`src/rtl/alu_rr_arbiter.sv`:
```
// Two-requester round-robin front end for the shared registered ALU.
// Issues one operation at a time and returns its result into a one-deep slot owned by the issuer.
module alu_rr_arbiter #(
    parameter int WIDTH = 4
) (
    input  logic             i_clk,
    input  logic             i_rst,

    input  logic             i_req0_valid,
    output logic             o_req0_ready,
    input  logic [WIDTH-1:0] i_req0_arg0,
    input  logic [WIDTH-1:0] i_req0_arg1,
    input  logic [1:0]       i_req0_oper,

    input  logic             i_req1_valid,
    output logic             o_req1_ready,
    input  logic [WIDTH-1:0] i_req1_arg0,
    input  logic [WIDTH-1:0] i_req1_arg1,
    input  logic [1:0]       i_req1_oper,

    output logic             o_rsp0_valid,
    input  logic             i_rsp0_ready,
    output logic [WIDTH-1:0] o_rsp0_result,
    output logic [3:0]       o_rsp0_flag,

    output logic             o_rsp1_valid,
    input  logic             i_rsp1_ready,
    output logic [WIDTH-1:0] o_rsp1_result,
    output logic [3:0]       o_rsp1_flag,

    output logic [WIDTH-1:0] o_alu_arg0,
    output logic [WIDTH-1:0] o_alu_arg1,
    output logic [1:0]       o_alu_oper,
    input  logic [WIDTH-1:0] i_alu_result,
    input  logic [3:0]       i_alu_flag,

    output logic             o_busy,
    output logic [7:0]       o_err_cnt
);

    typedef enum logic [1:0] {IDLE, EXEC, WB} state_t;

    state_t           state_q, state_d;
    logic             cur_id_q, cur_id_d;
    logic             last_q, last_d;
    logic [WIDTH-1:0] arg0_q, arg0_d, arg1_q, arg1_d;
    logic [1:0]       oper_q, oper_d;
    logic             v0_q, v0_d, v1_q, v1_d;
    logic [WIDTH-1:0] res0_q, res0_d, res1_q, res1_d;
    logic [3:0]       flg0_q, flg0_d, flg1_q, flg1_d;
    logic [7:0]       err_q, err_d;

    logic idle, elig0, elig1, gnt1, rdy0, rdy1;

    // Eligibility uses the registered slot state, so a slot drained this cycle only counts next cycle.
    always_comb begin
        idle  = (state_q == IDLE);
        elig0 = i_req0_valid & ~v0_q;
        elig1 = i_req1_valid & ~v1_q;
        gnt1  = (elig0 & elig1) ? ~last_q : elig1;
        rdy0  = idle & elig0 & ~gnt1;
        rdy1  = idle & elig1 & gnt1;
    end

    always_comb begin
        state_d  = state_q;
        cur_id_d = cur_id_q;
        last_d   = last_q;
        arg0_d   = arg0_q;
        arg1_d   = arg1_q;
        oper_d   = oper_q;
        v0_d     = v0_q;
        v1_d     = v1_q;
        res0_d   = res0_q;
        res1_d   = res1_q;
        flg0_d   = flg0_q;
        flg1_d   = flg1_q;
        err_d    = err_q;

        if (v0_q && i_rsp0_ready) v0_d = 1'b0;
        if (v1_q && i_rsp1_ready) v1_d = 1'b0;

        case (state_q)
            IDLE: begin
                if (rdy0 || rdy1) begin
                    state_d  = EXEC;
                    cur_id_d = rdy1;
                    last_d   = rdy1;
                    arg0_d   = rdy1 ? i_req1_arg0 : i_req0_arg0;
                    arg1_d   = rdy1 ? i_req1_arg1 : i_req0_arg1;
                    oper_d   = rdy1 ? i_req1_oper : i_req0_oper;
                end
            end
            EXEC: state_d = WB;
            WB: begin
                state_d = IDLE;
                if (cur_id_q) begin
                    v1_d   = 1'b1;
                    res1_d = i_alu_result;
                    flg1_d = i_alu_flag;
                end else begin
                    v0_d   = 1'b1;
                    res0_d = i_alu_result;
                    flg0_d = i_alu_flag;
                end
                if (i_alu_flag[0] && err_q != 8'hFF) err_d = err_q + 8'd1;
            end
            default: state_d = IDLE;
        endcase
    end

    always_ff @(posedge i_clk or posedge i_rst) begin
        if (i_rst) begin
            state_q  <= IDLE;
            cur_id_q <= 1'b0;
            last_q   <= 1'b1;
            arg0_q   <= '0;
            arg1_q   <= '0;
            oper_q   <= '0;
            v0_q     <= 1'b0;
            v1_q     <= 1'b0;
            res0_q   <= '0;
            res1_q   <= '0;
            flg0_q   <= '0;
            flg1_q   <= '0;
            err_q    <= '0;
        end else begin
            state_q  <= state_d;
            cur_id_q <= cur_id_d;
            last_q   <= last_d;
            arg0_q   <= arg0_d;
            arg1_q   <= arg1_d;
            oper_q   <= oper_d;
            v0_q     <= v0_d;
            v1_q     <= v1_d;
            res0_q   <= res0_d;
            res1_q   <= res1_d;
            flg0_q   <= flg0_d;
            flg1_q   <= flg1_d;
            err_q    <= err_d;
        end
    end

    assign o_req0_ready  = rdy0;
    assign o_req1_ready  = rdy1;
    assign o_rsp0_valid  = v0_q;
    assign o_rsp1_valid  = v1_q;
    assign o_rsp0_result = res0_q;
    assign o_rsp1_result = res1_q;
    assign o_rsp0_flag   = flg0_q;
    assign o_rsp1_flag   = flg1_q;
    assign o_alu_arg0    = arg0_q;
    assign o_alu_arg1    = arg1_q;
    assign o_alu_oper    = oper_q;
    assign o_busy        = ~idle;
    assign o_err_cnt     = err_q;

endmodule

```
`config.mk`:
```
export PLATFORM = sky130hd
export DESIGN_NAME = alu_rr_arbiter
export DESIGN_NICKNAME = d
export VERILOG_FILES = /design/src/rtl/alu_rr_arbiter.sv
export SDC_FILE = /design/constraint.sdc
export NUM_CORES = 1
export LEC_CHECK = 0
export CELL_PAD_IN_SITES_DETAIL_PLACEMENT = 1
export CELL_PAD_IN_SITES_GLOBAL_PLACEMENT = 1
export CORE_MARGIN = 3
export CORE_UTILIZATION = 32
export DETAILED_ROUTE_END_ITERATION = 6
export HOLD_SLACK_MARGIN = 0.05
export MAX_ROUTING_LAYER = met4
export PLACE_DENSITY_LB_ADDON = 0.08
export SYNTH_ARGS = -nofsm -noshare
export SYNTH_HDL_FRONTEND = slang
export SYNTH_SLANG_ARGS = --single-unit
```
`constraint.sdc`:
```
create_clock -name i_clk -period 1.65 [get_ports i_clk]
set_input_delay 0.33 -clock i_clk [delete_from_list [all_inputs] [get_ports i_clk]]
set_output_delay 0.33 -clock i_clk [all_outputs]
set_load 0.005 [all_outputs]
```
# ---- Yosys cells after proc, flatten, opt, wreduce, memory -nomap -nowiden
# Cells that the tools add are included.
dict set report word_totals {
  regBits 40
  wordCells 52
  output_inout_bits 39
}
dict set report op_classes {
  n_eq_ne 4
  n_mux 12
  add_sub_neg 1
  n_reduce_logical 9
  n_bitwise 13
}
# operator n
set op_table {}
lappend op_table {{adder 8 x 1 -> 8 bit, second input constant} 1}
lappend op_table {{two-way mux 4 bit} 2}
lappend op_table {{inequality test 8 bit, second input constant} 1}
lappend op_table {{AND reduction 2 bit} 4}
lappend op_table {{bitwise AND 1 bit} 7}
lappend op_table {{two-way mux 1 bit} 7}
lappend op_table {{inverter 1 bit} 6}
lappend op_table {{two-way mux 2 bit} 2}
lappend op_table {{case mux 2 bit (2 select lines)} 1}
lappend op_table {{logical AND 1 bit} 3}
lappend op_table {{== test 2 x 1 -> 1 bit, second input constant} 1}
lappend op_table {{== test 2 bit, second input constant} 1}
lappend op_table {{zero test 2 bit} 1}
lappend op_table {{inequality test 2 x 1 -> 1 bit, second input constant} 1}
lappend op_table {{logical OR 1 bit} 1}

# ---- Depth between registers and ports, before layout
# Gate-level depths: netlist (run 1).
dict set report logic_depth {
  depth_word 9
  depth_mapped 4
  depth_no_buf 4
}

# ---- Worst setup path before layout (run 1)
# No wires, ideal clock.
dict set report synth_timing {
  path_type {reg2out}
  startpoint {register state_q[1]}
  endpoint {output port o_req1_ready}
  path_buffers 1
  required_time_ns 1.320
  arrival_ns 1.169
  path_stages_with_launch 5
  setup_slack_ns 0.151
  cell_sequence {dfrtp_1 > nor4b_1 > buf_2 > nand2_1 > inv_1}
}
dict set report synth_between {
  elab_chain_len 3
}
# item line
set synth_lines {}
lappend synth_lines {{from (decl)} 43} ;# state_t state_q, state_d;
lappend synth_lines {{from (signal assigned)} 128} ;# state_q <= state_d;
lappend synth_lines {{zero test 2 bit} 57} ;# idle = (state_q == IDLE);
lappend synth_lines {{bitwise AND 1 bit (2 in a row)} 62} ;# rdy1 = idle & elig1 & gnt1;
lappend synth_lines {{to (decl)} 16} ;# output logic o_req1_ready,
# No other way between the ends.

# ---- Final worst setup path (run 1)
# Ends and elaborated chain as after synthesis.

==> results_dict.tcl, run 1 <==
set metrics [dict create \
    synth-seq-cells 40 \
    antenna_cells 0 \
    synth_nets 190 \
    place_inst 307 \
    clkSinkCount 40 \
    ant_nets 0 \
    finalCritPeriodShare 1.09 \
    fmax_mhz 556 \
    r2r-start "state_q[0]" \
    drt_iter0_drc 42 \
    rsz0062_at_grt "yes" \
    min_path_type "primary input to asynchronous set/reset pin" \
    final.min_clock_period_ns 1.80 \
    synthArstFlopShare 1.00 \
    hold_buffers 0 \
    worst_ep_arrival_time_ns 1.47 \
    route.detailed.drc 0 \
    grt_pass1_wl_mm 8.87 \
    grt.total_usage 0.185 \
    synth_edf_count 0 \
    synth.distinct_cells 29 \
    hpwl_mm 3.82 \
    hold_viol 0 \
    wl_per_cell_um 17.4 \
    fin_skew_ns 0.00771 \
    post_dp_cell_area_um2 2710 \
    cp_max_fo 3 \
    r2r_end "o_err_cnt[7]" \
    first_pass_iters 4 \
    wirelength_mm 5.68 \
    syn_area_per_cell_um2 11.5 \
    htreeDepth 2 \
    worstSetupPathType "flip-flop to output port" \
    maxSlewHeadroom 0.815 \
    ios 73 \
    synthToLayoutAreaGrowth_pct 66.9 \
    layout-drive-gt1-share 0.292 \
    endpoint_kind "output port" \
    layout_setup_ws_ns -0.149 \
    crit_required_ns 1.32 \
    viasPerCell 4.86 \
    synth_area_leaders "dfrtp_1 (55%), mux2_2 (12%), inv_1 (6.5%)" \
    finalSetupViolations 2 \
    vdd_drop_max_v 0.000955 \
    layout.nets 291 \
    cap_violations 0 \
    synth_top_area_frac 0.548 \
    violations "setup timing" \
    fp.dieH_um 80.6 \
    maxSlewViolCount 0 \
    syn_area_um2 1780 \
    power_density_nw_per_um2 1750 \
    synth_area_leader_cell "dfrtp_1" \
    yosysWarnings 0 \
    seq_area_frac_synth 0.563 \
    netlist_instances 155 \
    start_kind "flip-flop" \
    r2r_cells 4 \
    rows 26 \
    start_util 0.340 \
    port_buffers 72 \
    p_leak_nw 1.35 \
    p_total_mw 5.20 \
    r2r_setup_slack_ns 0.10 \
    final_common_cell "clkdlybuf4s50_1" \
    antenna_found_initial 0 \
    clk_latency_ns 0.29 \
    finalInstanceArea_um2 2970 \
    clock_path_buffers 2 \
    overflow 0 \
    cts_root_buf "clkbuf_8" \
    final_cells 327 \
    cts_tree "yes" \
    outcome "complete, but fails checks" \
    synth_flop_cell "dfrtp_1" \
    worstMarginPinSlew_ns 0.276 \
    gp_congestion 0.925 \
    mostFrequentLayoutCells "clkdlybuf4s50_1 (67), dfrtp_1 (31), inv_1 (29)" \
    die_w_um 80.6 \
    cts_buffers 5 \
    final_core_utilization 0.567 \
    coreArea_um2 5240 \
    vias 1589 \
    grt_max_degree 41 \
    grt_pass1_vias 1809 \
    die_area_um2 6490 \
    clk_pin_slew_ns 0.08 \
]
-- layer usage --
metal	vias to the layer above	track usage	routed length (µm)
li1	735	-	-
met1	794	0.212	2220
met2	52	0.327	3130
met3	8	0.0404	278
met4	0	0.0490	59
met5	-	-	0
-- timing repair --
action | in CTS | in global routing
pin swaps | 3 | 3
buffers inserted | 11 | 6
resized for setup | 17 | 24
endpoints found under the setup margin | 4 | 12
cloned | 0 | 0
-- report_power, final --
group	switching (mW)	total [mW]	internal [mW]
combinational	0.995	2.69	1.69
sequential	0.379	1.83	1.45
clock	0.348	0.682	0.334
-- metrics by stage --
step	hold slack (ns)	TNS [ns]	setup WS (ns)
after floorplan	0.426	0	0.151
after global placement	0.488	-0.983	-0.396
after detailed placement	0.494	-1.61	-0.518
after CTS	0.392	-0.620	-0.140
after global routing	0.402	-0.405	-0.249
final	0.386	-0.225	-0.149
-- registers in the layout, indices dropped and copies added, names as in the netlist, 4 cells and up --
signal         cells
o_alu_arg0         4
o_alu_arg1         4
o_err_cnt          8
o_rsp0_flag        4
o_rsp0_result      4
o_rsp1_flag        4
o_rsp1_result      4
-- synthesized netlist by cell type (all sizes together) (2+ instances only) --
| cell type | n |
|---|---|
| dfrtp | 39 |
| inv | 31 |
| mux2 | 19 |
| nand3 | 14 |
| o221ai | 10 |
| o21ai | 5 |
| buf | 3 |
| nand2 | 3 |
| nand3b | 3 |
| nor2 | 3 |
| nor2b | 3 |
| a211oi | 2 |
| a21o | 2 |
| nor3 | 2 |
| o21a | 2 |
| xor2 | 2 |
-- how the worst max path moves through the flow --
stage	to	cells after the start	slack, ns	startpoint
after global routing	o_req1_ready	5	-0.25	state_q[1]
final	o_req1_ready	5	-0.15	state_q[1]
after detailed placement	o_req1_ready	5	-0.52	i_req1_valid
after global placement	o_req1_ready	5	-0.40	i_req1_valid
after floorplan	o_req1_ready	4	0.15	state_q[1]
after CTS	cur_id_q	10	-0.14	state_q[0]
-- logic make-up after synthesis --
family,synth area share
XOR/XNOR,0.0148
AO/OA/AOI/OAI,0.0984
AND/OR/NAND/NOR,0.115
multiplexers,0.126
adder cells (fa/ha/maj),0.00703
flip-flops,0.563
buffers and inverters,0.0759
-- cell type report --
| cell class | instances | area [µm²] |
|---|---|---|
| clock buffer | 6 | 82.6 |
| sequential | 40 | 1010 |
| inverter | 31 | 116 |
| fill | 553 | 2270 |
| multi-input combinational | 80 | 703 |
| timing repair buffer | 98 | 960 |
| tap | 70 | 87.6 |
| clock inverter | 2 | 10.0 |
-- critical path: stages (launching register included) --
cell	delay, ns
dfrtp_2	0.46
nor4b_4	0.34
nand2_2	0.12
buf_6	0.14
inv_2	0.04
buf_6	0.08
Note: power is estimated with default switching activity, not from simulation.
==> run 2: changes to the inputs <==
- SETUP_SLACK_MARGIN: default -> 0.3
==> run 2 against run 1 <==
Compared with the run above: the flow still finishes with violations (setup timing); sequential share of layout area down 4.5 points; flip-flop and latch count unchanged; wire length up 20%; first-iteration DRC count up 67%; clock skew up 0.0012 ns; clock-buffer cell count down 1; register-to-register slack worse by 0.04 ns; power up 16%; utilization up 8.4 points; sequential power down 2%; combinational power up 32%; highest routed layer unchanged.
==> results_dict.tcl, run 2 (synthesis gave the netlist of run 1 again) <==
set metrics [dict create \
    start_kind "flip-flop" \
    multi_input_area_um2 916 \
    r2r_end "o_err_cnt[5]" \
    start_util 0.340 \
    hold_buffers 0 \
    mostFrequentLayoutCells "dlygate4sd2_1 (36), dfrtp_1 (34), clkdlybuf4s50_1 (31)" \
    regArea_um2 1010 \
    fill_cells 533 \
    cts_buffers 5 \
    worstSetupPathType "flip-flop to output port" \
    port_buffers 72 \
    maxSlewViolCount 0 \
    largest_reg_flops 8 \
    die_w_um 80.6 \
    vias 1732 \
    crit_start "o_rsp1_valid" \
    htreeDepth 2 \
    die_area_um2 6490 \
    antenna_cells 0 \
    rsz0062_at_grt "yes" \
    final_core_utilization 0.651 \
    clock_path_buffers 2 \
    overflow 0 \
    cts_root_buf "clkbuf_8" \
    r2r_cells 5 \
    cp_max_fo 4 \
    cpPeakStageDelay_ns 0.46 \
    grt.total_usage 0.215 \
    wl_per_cell_um 19.5 \
    synthToLayoutAreaGrowth_pct 91.5 \
    cts_tree "yes" \
    hold_viol 0 \
    fp.dieH_um 80.6 \
    final_common_cell "dlygate4sd2_1" \
    finalCritPeriodShare 1.04 \
    route.detailed.drc 0 \
    hpwl_mm 3.76 \
    hold_ws_ns 0.432 \
    fmax_mhz 584 \
    gp_congestion 0.764 \
    endpoint_kind "output port" \
    rows 26 \
    critPathBufInv 2 \
    vdd_drop_max_v 0.000846 \
    maxSlewHeadroom 0.791 \
    r2r_setup_slack_ns 0.06 \
    worstMarginPinSlew_ns 0.312 \
    ios 73 \
    place_inst 309 \
    layout-drive-gt1-share 0.416 \
    min_path_type "primary input to asynchronous set/reset pin" \
    outcome "complete, but fails checks" \
    fin_skew_ns 0.00887 \
    final_cells 349 \
    p_leak_nw 1.67 \
    cpMaxStageDelayCell "dfrtp_2" \
    finalSetupViolations 2 \
    viasPerCell 4.96 \
    wirelength_mm 6.80 \
    coreArea_um2 5240 \
    grt_max_degree 41 \
    antenna_found_initial 0 \
    crit_required_ns 1.32 \
    crit_family "flip-flops" \
    grt_pass1_vias 1915 \
    clk_pin_slew_ns 0.09 \
    drt_iter0_drc 70 \
    p_total_mw 6.04 \
    layout_setup_ws_ns -0.0620 \
    ant_nets 0 \
    grt_pass1_wl_mm 10.1 \
    final.min_clock_period_ns 1.71 \
    layout.nets 313 \
    post_dp_cell_area_um2 2730 \
    cp_cell_sequence "nor4b_4 -> nand2_2 -> inv_2 -> buf_6" \
    tns_ns -0.0886 \
    finalInstanceArea_um2 3410 \
    power_density_nw_per_um2 1770 \
    worst_ep_arrival_time_ns 1.38 \
    cap_violations 0 \
    clkSinkCount 40 \
    clk_latency_ns 0.30 \
    detailedPlace.worstSlack_ns -0.441 \
    first_pass_iters 4 \
    r2r-start "state_q[0]" \
    violations "setup timing" \
]
## run 2: metal layers
metal / routed length (µm) / vias up / global-route usage
li1: - / 778 / -
met1: 2580 / 878 / 0.228
met2: 3700 / 63 / 0.394
met3: 362 / 13 / 0.0493
met4: 151 / 0 / 0.0676
met5: 0 / - / -
## run 2: worst max path at each step
stage | endpoint | slack (ns) | depth (start not counted)
6_report | o_req1_ready | -0.06 | 4
5_1_grt | o_req1_ready | -0.14 | 4
4_1_cts | o_req1_ready | -0.02 | 4
3_5_place_dp | o_req1_ready | -0.44 | 5
3_3_place_gp | o_req1_ready | -0.44 | 5
2_1_floorplan | o_req1_ready | 0.24 | 4
## run 2: area by class of cell
type | count | area share
timing repair buffer | 120 | 0.348
sequential | 40 | 0.296
multi-input combinational | 80 | 0.269
inverter | 31 | 0.0349
tap | 70 | 0.0257
clock buffer | 5 | 0.0202
clock inverter | 3 | 0.00697
## run 2: tightest hold or removal path, cell delays in order
cell,delay (ns)
clkdlybuf4s50_1,0.41
inv_1,0.12
buf_12,0.25
## run 2: what timing repair did
| item | 4_1_cts | 5_1_grt |
|---|---|---|
| gates resized for setup | 106 | 42 |
| gates cloned | 2 | 0 |
| setup buffers | 22 | 8 |
| setup endpoints to repair | 64 | 42 |
| pin swaps | 14 | 9 |
## run 2: report_power, final
part / internal (mW) / switching (mW)
combinational: 2.20 / 1.37
clock: 0.300 / 0.383
sequential: 1.45 / 0.343
total: 3.95 / 2.09
